==> src/rtl/ponto_fixo_pkg.sv <==
// Shared definitions for the fixed-point ALU: op encoding, FSM states, saturation fill.
package ponto_fixo_pkg;

  localparam logic [1:0] OP_ADD  = 2'b00;
  localparam logic [1:0] OP_SUB  = 2'b01;
  localparam logic [1:0] OP_MUL  = 2'b10;
  localparam logic [1:0] OP_PASS = 2'b11;

  typedef enum logic [1:0] {
    StIdle = 2'b00,
    StMul  = 2'b01,
    StDone = 2'b10
  } state_e;

  // Fill bit of the clamped result: subtract clamps to zero, everything else to all-ones.
  function automatic logic sat_fill(input logic [1:0] op);
    return (op != OP_SUB);
  endfunction

endpackage

==> src/rtl/ponto_fixo_mul_seq.sv <==
// Shift-add multiplier: one bit of b per cycle, WIDTH cycles per product, no early exit.
module ponto_fixo_mul_seq #(
  parameter int unsigned WIDTH = 8
) (
  input  logic               clk,
  input  logic               rst_n,
  input  logic               start,
  input  logic [WIDTH-1:0]   a,
  input  logic [WIDTH-1:0]   b,
  output logic               done,
  output logic [2*WIDTH-1:0] p
);

  localparam int unsigned CntW = (WIDTH > 2) ? $clog2(WIDTH) : 1;

  logic [2*WIDTH-1:0] a_q;
  logic [WIDTH-1:0]   b_q;
  logic [2*WIDTH-1:0] acc_q;
  logic [CntW-1:0]    cnt_q;
  logic               busy_q;
  logic [2*WIDTH-1:0] partial;

  // p already includes this cycle's partial product so the caller can capture it on the
  // same edge that processes the last bit.
  always_comb begin
    partial = b_q[cnt_q] ? (a_q << cnt_q) : '0;
    p       = acc_q + partial;
    done    = busy_q && (cnt_q == CntW'(WIDTH - 1));
  end

  always_ff @(posedge clk or negedge rst_n) begin
    if (!rst_n) begin
      a_q    <= '0;
      b_q    <= '0;
      acc_q  <= '0;
      cnt_q  <= '0;
      busy_q <= 1'b0;
    end else if (start) begin
      a_q    <= {{WIDTH{1'b0}}, a};
      b_q    <= b;
      acc_q  <= '0;
      cnt_q  <= '0;
      busy_q <= 1'b1;
    end else if (busy_q) begin
      acc_q <= p;
      cnt_q <= cnt_q + 1'b1;
      if (done) busy_q <= 1'b0;
    end
  end

endmodule

==> src/rtl/ponto_fixo_alu_seq.sv <==
// Unsigned Q(WIDTH-FRAC).FRAC add/sub/mul/pass unit with valid/ready on both sides.
// Define PONTO_FIXO_SAT_EN to clamp overflowing results instead of wrapping.
module ponto_fixo_alu_seq
  import ponto_fixo_pkg::*;
#(
  parameter int unsigned WIDTH = 8,
  parameter int unsigned FRAC  = 4
) (
  input  logic             clk,
  input  logic             rst_n,
  input  logic             in_valid,
  output logic             in_ready,
  input  logic [1:0]       op,
  input  logic [WIDTH-1:0] a,
  input  logic [WIDTH-1:0] b,
  output logic             out_valid,
  input  logic             out_ready,
  output logic [WIDTH-1:0] result,
  output logic             overflow
);

  state_e             state_q;
  logic               accept;
  logic               mul_start;
  logic               mul_done;
  logic [2*WIDTH-1:0] mul_p;
  logic [WIDTH:0]     sum;
  logic [WIDTH:0]     diff;
  logic [WIDTH-1:0]   imm_res;
  logic               imm_ovf;
  logic [WIDTH-1:0]   imm_out;
  logic [WIDTH-1:0]   mul_res;
  logic               mul_ovf;
  logic [WIDTH-1:0]   mul_out;

  // Gated by rst_n so the source sees not-ready while reset is held.
  assign in_ready  = rst_n && (state_q == StIdle);
  assign out_valid = (state_q == StDone);
  assign accept    = in_valid && in_ready;
  assign mul_start = accept && (op == OP_MUL);

  ponto_fixo_mul_seq #(
    .WIDTH (WIDTH)
  ) u_mul (
    .clk   (clk),
    .rst_n (rst_n),
    .start (mul_start),
    .a     (a),
    .b     (b),
    .done  (mul_done),
    .p     (mul_p)
  );

  always_comb begin
    sum     = {1'b0, a} + {1'b0, b};
    diff    = {1'b0, a} - {1'b0, b};
    imm_res = a;
    imm_ovf = 1'b0;
    case (op)
      OP_ADD:  begin imm_res = sum[WIDTH-1:0];  imm_ovf = sum[WIDTH];  end
      OP_SUB:  begin imm_res = diff[WIDTH-1:0]; imm_ovf = diff[WIDTH]; end
      default: begin imm_res = a;               imm_ovf = 1'b0;        end
    endcase
    mul_res = mul_p[WIDTH+FRAC-1:FRAC];
    mul_ovf = |mul_p[2*WIDTH-1:WIDTH+FRAC];
`ifdef PONTO_FIXO_SAT_EN
    imm_out = imm_ovf ? {WIDTH{sat_fill(op)}} : imm_res;
    mul_out = mul_ovf ? {WIDTH{sat_fill(OP_MUL)}} : mul_res;
`else
    imm_out = imm_res;
    mul_out = mul_res;
`endif
  end

  // Fraction bits below the result window are truncated away.
  generate
    if (FRAC > 0) begin : g_trunc
      logic unused_frac;
      assign unused_frac = ^mul_p[FRAC-1:0];
    end
  endgenerate

  always_ff @(posedge clk or negedge rst_n) begin
    if (!rst_n) begin
      state_q  <= StIdle;
      result   <= '0;
      overflow <= 1'b0;
    end else begin
      case (state_q)
        StIdle: begin
          if (accept) begin
            if (op == OP_MUL) begin
              state_q <= StMul;
            end else begin
              result   <= imm_out;
              overflow <= imm_ovf;
              state_q  <= StDone;
            end
          end
        end
        StMul: begin
          if (mul_done) begin
            result   <= mul_out;
            overflow <= mul_ovf;
            state_q  <= StDone;
          end
        end
        StDone: begin
          if (out_ready) state_q <= StIdle;
        end
        default: state_q <= StIdle;
      endcase
    end
  end

endmodule

==> config.mk <==
export PLATFORM = sky130hd
export DESIGN_NAME = ponto_fixo_alu_seq
export DESIGN_NICKNAME = d
export VERILOG_FILES = /design/src/rtl/ponto_fixo_pkg.sv /design/src/rtl/ponto_fixo_mul_seq.sv /design/src/rtl/ponto_fixo_alu_seq.sv
export SDC_FILE = /design/constraint.sdc
export NUM_CORES = 1
export LEC_CHECK = 0
export BUFFER_PORTS_ARGS = -buffer_cell sky130_fd_sc_hd__buf_2
export CAP_MARGIN = 20
export CORE_MARGIN = 2
export CORE_UTILIZATION = 55
export DETAILED_ROUTE_END_ITERATION = 8
export PLACE_DENSITY = 0.75
export SKIP_CTS_REPAIR_TIMING = 1
export SYNTH_ARGS = -nofsm -noshare
export SYNTH_HDL_FRONTEND = slang
export SYNTH_SLANG_ARGS = --single-unit
==> constraint.sdc <==
create_clock -name clk -period 8 [get_ports clk]
set_input_delay 1.6 -clock clk [delete_from_list [all_inputs] [get_ports clk]]
set_output_delay 1.6 -clock clk [all_outputs]
set_load 0.005 [all_outputs]
==> flow_results.org <==
** Setup path
- Setup slack on the worst reg-to-reg path comes out at 4.24 ns.
- Endpoint arrival time on the critical path :: 2.55 ns
- In this run the critical register-to-register path is launched from u_mul.cnt_q[0]$_DFFE_PN0P_.
- Crit-path max cell delay :: 0.50 ns
- In this run the critical register-to-register path is captured at result[7]$_DFFE_PN0P_.
- In this run the number of cells on the critical path is 4.
- The critical path goes through buf_2 > buf_4 > nor3b_1 > buf_2.
- CP startpoint :: rst_n
- Cell repeated most along the worst path :: sky130_fd_sc_hd__buf_2
- Logic depth of the worst register-to-register path :: 12
- For the worst setup path, the data required time is 6.40 ns.
- Buf/Inv on CP :: 3
- On the critical path the largest part of the delay comes from buffers and inverters.
- Worst setup path class :: in2out
- Following the worst setup path forward leads to its endpoint at in_ready.
- The worst setup path is captured at an output pin.
- STA classifies the critical path startpoint as an input pin.
- Maximum fanout along the worst path :: 49
- The largest individual stage delay along the critical path comes from the cell sky130_fd_sc_hd__buf_4.

** Global route
- Maximum number of pins on one net before global-route repair :: 50
- Global routing usage summed across all routing layers :: 25.9%
- Antenna violations before repair :: 0
- Global routing finished with a remaining overflow of 0.
- The first global-routing pass estimated 15100 µm of wire.
- The via count of the first global-routing pass came to 3095.

** Layout
- Commonest non-fill, non-tap cell in the layout :: sky130_fd_sc_hd__nor2_1
- Fillers :: 583
- At the end of the flow, the number of nets in the layout was 505.
- Cells with a size suffix above 1 make up 15.4% of the layout.
- Area added between synthesis and finish :: 8.53%
- The top cell types in the final layout, fill and taps aside, are sky130_fd_sc_hd__nor2_1 (56), sky130_fd_sc_hd__dfrtp_1 (47), sky130_fd_sc_hd__a21oi_1 (33), sky130_fd_sc_hd__ha_1 (33), sky130_fd_sc_hd__buf_2 (32).
- Number of antenna diodes :: 0
- Post-route design area :: 4040 µm²
- Once layout is complete, the cells apart from fillers number 524.

** Power
- In this run the power spent charging and discharging nets is 0.701 mW.
- In this run, flip-flops and latches consume 29.9% of the power.
- Worst vdd ir :: 227 µV
- Relative contribution of the clock network to total power :: 11.2%
- Total power per unit cell area :: 382 nW/µm²
- Combinational logic burns 58.9% of the power.
- Lkg Pwr :: 1.93 nW
- Internal power :: 0.844 mW
- Net switching is 45.4% of the power.

** Placement
- The HPWL after detailed placement is 6660 µm.
- In this run the cell area measured after placement is 3940 µm².
- OpenSTA, run right after detailed placement, puts the worst setup slack at 3.80 ns.
- After detailed placement, the design holds a cell count of 517.
- Buffers added on ports :: 32
- The congestion estimate from routability-driven global placement came to 0.938.

** Min path
- The startpoint identified for the worst hold timing path is result[0]$_DFFE_PN0P_.
- Type of the tightest min-delay check :: reg2reg

** Floorplan
- After floorplanning, the core was sized to cover 6460 µm².
- Initial cell density of the core :: 57.7%
- The die covers 7450 µm².
- The floorplan step set the die height to 86.3 µm.
- In this run the horizontal extent of the chip is 86.3 µm.
- 33 I/O pins were placed.
- After floorplanning, the core was divided into 29 placement rows.

** Synth
- For this run, the leading register cell type out of synthesis is sky130_fd_sc_hd__dfrtp_1.
- The cell area that synthesis handed to floorplanning was 3730 µm².
- Synthesis handed over a netlist of 423 instances.
- Counting flops with a built-in enable in the synthesized netlist gives 0.
- The number of different library cells used by synthesis comes to 50.
- Number of register bits inferred by synthesis :: 47
- Yosys warning total :: 0
- Share of synthesized registers carrying an async set or reset :: 100%
- Portion of the post-synthesis area used by sequential elements :: 31.6%
- Synth Net Count :: 481
- Dividing the synthesized area by the synthesized cell count gives 8.81 µm².

** Run
- Max-cap violations in this run came to 0.

** Detailed routing
- For this block, the initial DRC count from the detailed router was 209.
- Via count :: 3155
- Routed len/inst :: 16.7 µm
- The first detailed-routing pass ran for 4 iterations.
- Via density per instance :: 6.02
- The routed design has 8780 µm of wire.
- Residual DRC :: 0
- In this run the remaining antenna-violating nets after routing total 0.

** Timing
- Timing would allow up to 241 MHz.
- Measured against its own limit, the worst slew margin works out to 55.6%.
- Number of max-slew violations in the final report :: 0
- After layout, the minimum clock period comes to 4.15 ns.
- Setup violations remaining at the end of the flow were counted as 0.
- Total Neg Setup Slack :: 0 ns
- The count of endpoints failing hold in the final timing report is 0.
- The worst path meets setup with 3.85 ns of slack.
- Setup repair after global routing left no endpoint under its margin.
- Portion of the clock cycle consumed by the worst path in the final layout :: 51.9%
- At the pin with the least slew margin, the transition time is 0.666 ns.
- Between clock sinks in the finished design, the worst skew comes to 0.0135 ns.

** Clock tree
- TritonCTS clock tree :: yes
- Latest clock arrival within the worst-skew pair :: 0.31 ns
- Number of levels the H-tree was split into :: 2
- Clock-pin slew was measured on the worst setup and hold paths at 0.09 ns.
- Worst-case clock buffer depth :: 2
- Clock tree root driver cell :: sky130_fd_sc_hd__clkbuf_8
- Number of buffers added by the clock tree synthesis step :: 5
- Sink count of the clock tree :: 47

** Status
- The flow ran to the end, and the final reports show no timing, DRC or antenna violations.
## synthesized netlist by cell type (all sizes together) (6+ instances only)
cell type  count  area share (%)
nand2b         7             1.2
xnor2         12             2.8
o211ai         6             1.2
mux2          19             5.7
mux2i         21             5.6
o21ai         18             2.4
a211oi         8             1.6
clkbuf        11             1.1
dfrtp         47              32
nand2         29             2.9
nor3           8             1.1
buf            8            0.97
xor2           9             2.1
a21o           8             1.6
inv           24             2.4
ha            33              11
nor2          56             5.6
nand3         11             1.5
a21oi         34             4.7
## worst min path at each step
stage | end | cells after the start
6_report | result[0]$_DFFE_PN0P_ | 2
5_1_grt | result[6]$_DFFE_PN0P_ | 2
4_1_cts | result[6]$_DFFE_PN0P_ | 2
3_5_place_dp | result[6]$_DFFE_PN0P_ | 2
3_3_place_gp | result[2]$_DFFE_PN0P_ | 2
2_1_floorplan | result[4]$_DFFE_PN0P_ | 2
## state kept, by name (all words and copies together) (netlist names)
name	cells
overflow	1
result	8
state_q	2
u_mul.a_q	8
u_mul.acc_q	16
u_mul.b_q	8
u_mul.busy_q	1
u_mul.cnt_q	3
## power groups by stage
| stage | sequential, mW | combinational (mW) | clock, mW |
|---|---|---|---|
| floorplan | 0.415 | 0.730 | 0 |
| global placement | 0.463 | 0.870 | 0 |
| detailed placement | 0.467 | 0.902 | 0 |
| CTS | 0.462 | 0.906 | 0.176 |
| global route | 0.481 | 1.02 | 0.185 |
| finish | 0.463 | 0.910 | 0.173 |
## per-layer routing
| layer | GRT usage (%) | part of all wire, % | up-vias |
|---|---|---|---|
| met1 | 37.0 | 48 | 1526 |
| met4 | 5.82 | 0.89 | 0 |
| met5 | 0 | 0 | - |
| met2 | 41.2 | 46 | 77 |
| met3 | 4.95 | 5.4 | 7 |
| li1 | - | - | 1545 |
## stage by stage
step	power [mW]	utilization, %	hold WS, ns
after floorplan	1.15	-	0.473
after global placement	1.33	61.0	0.457
after detailed placement	1.37	61.0	0.466
after CTS	1.54	62.6	0.487
after global routing	1.68	62.6	0.520
final	1.55	62.6	0.486
## cell families after synthesis
logic type | after synthesis | synth area share (%)
AOI/OAI and AO/OA | 103 | 17.8
xor gates and xnor gates | 21 | 4.94
adders and majority gates | 36 | 12.7
buffers and inverters | 43 | 4.50
DFF | 47 | 31.6
muxes | 42 | 12.6
and+or+nand+nor | 131 | 15.9
## cell type report
| cell class | count | area [µm²] | share of cell area (%) |
|---|---|---|---|
| multi-input cells | 333 | 2390 | 59.1 |
| flip-flops and latches | 47 | 1180 | 29.1 |
| repair buffers | 36 | 190 | 4.70 |
| well taps | 77 | 96.3 | 2.38 |
| inverters | 24 | 90.1 | 2.23 |
| clock buffers | 6 | 72.6 | 1.79 |
| clock inverters | 1 | 30.0 | 0.743 |
## worst register-to-register path, stage by stage, from the launching register on
cell and delay (ns):
sky130_fd_sc_hd__dfrtp_1 0.74, sky130_fd_sc_hd__mux4_2 0.61, sky130_fd_sc_hd__nand2_1 0.16, sky130_fd_sc_hd__and2_1 0.27
sky130_fd_sc_hd__a211oi_1 0.10, sky130_fd_sc_hd__ha_1 0.39, sky130_fd_sc_hd__a21oi_1 0.25, sky130_fd_sc_hd__nand2b_1 0.08
sky130_fd_sc_hd__a2bb2oi_1 0.17, sky130_fd_sc_hd__a31o_2 0.33, sky130_fd_sc_hd__xor2_1 0.17, sky130_fd_sc_hd__a221oi_1 0.25
sky130_fd_sc_hd__o21ai_0 0.13
No activity file was read; power rests on OpenSTA's default activity.
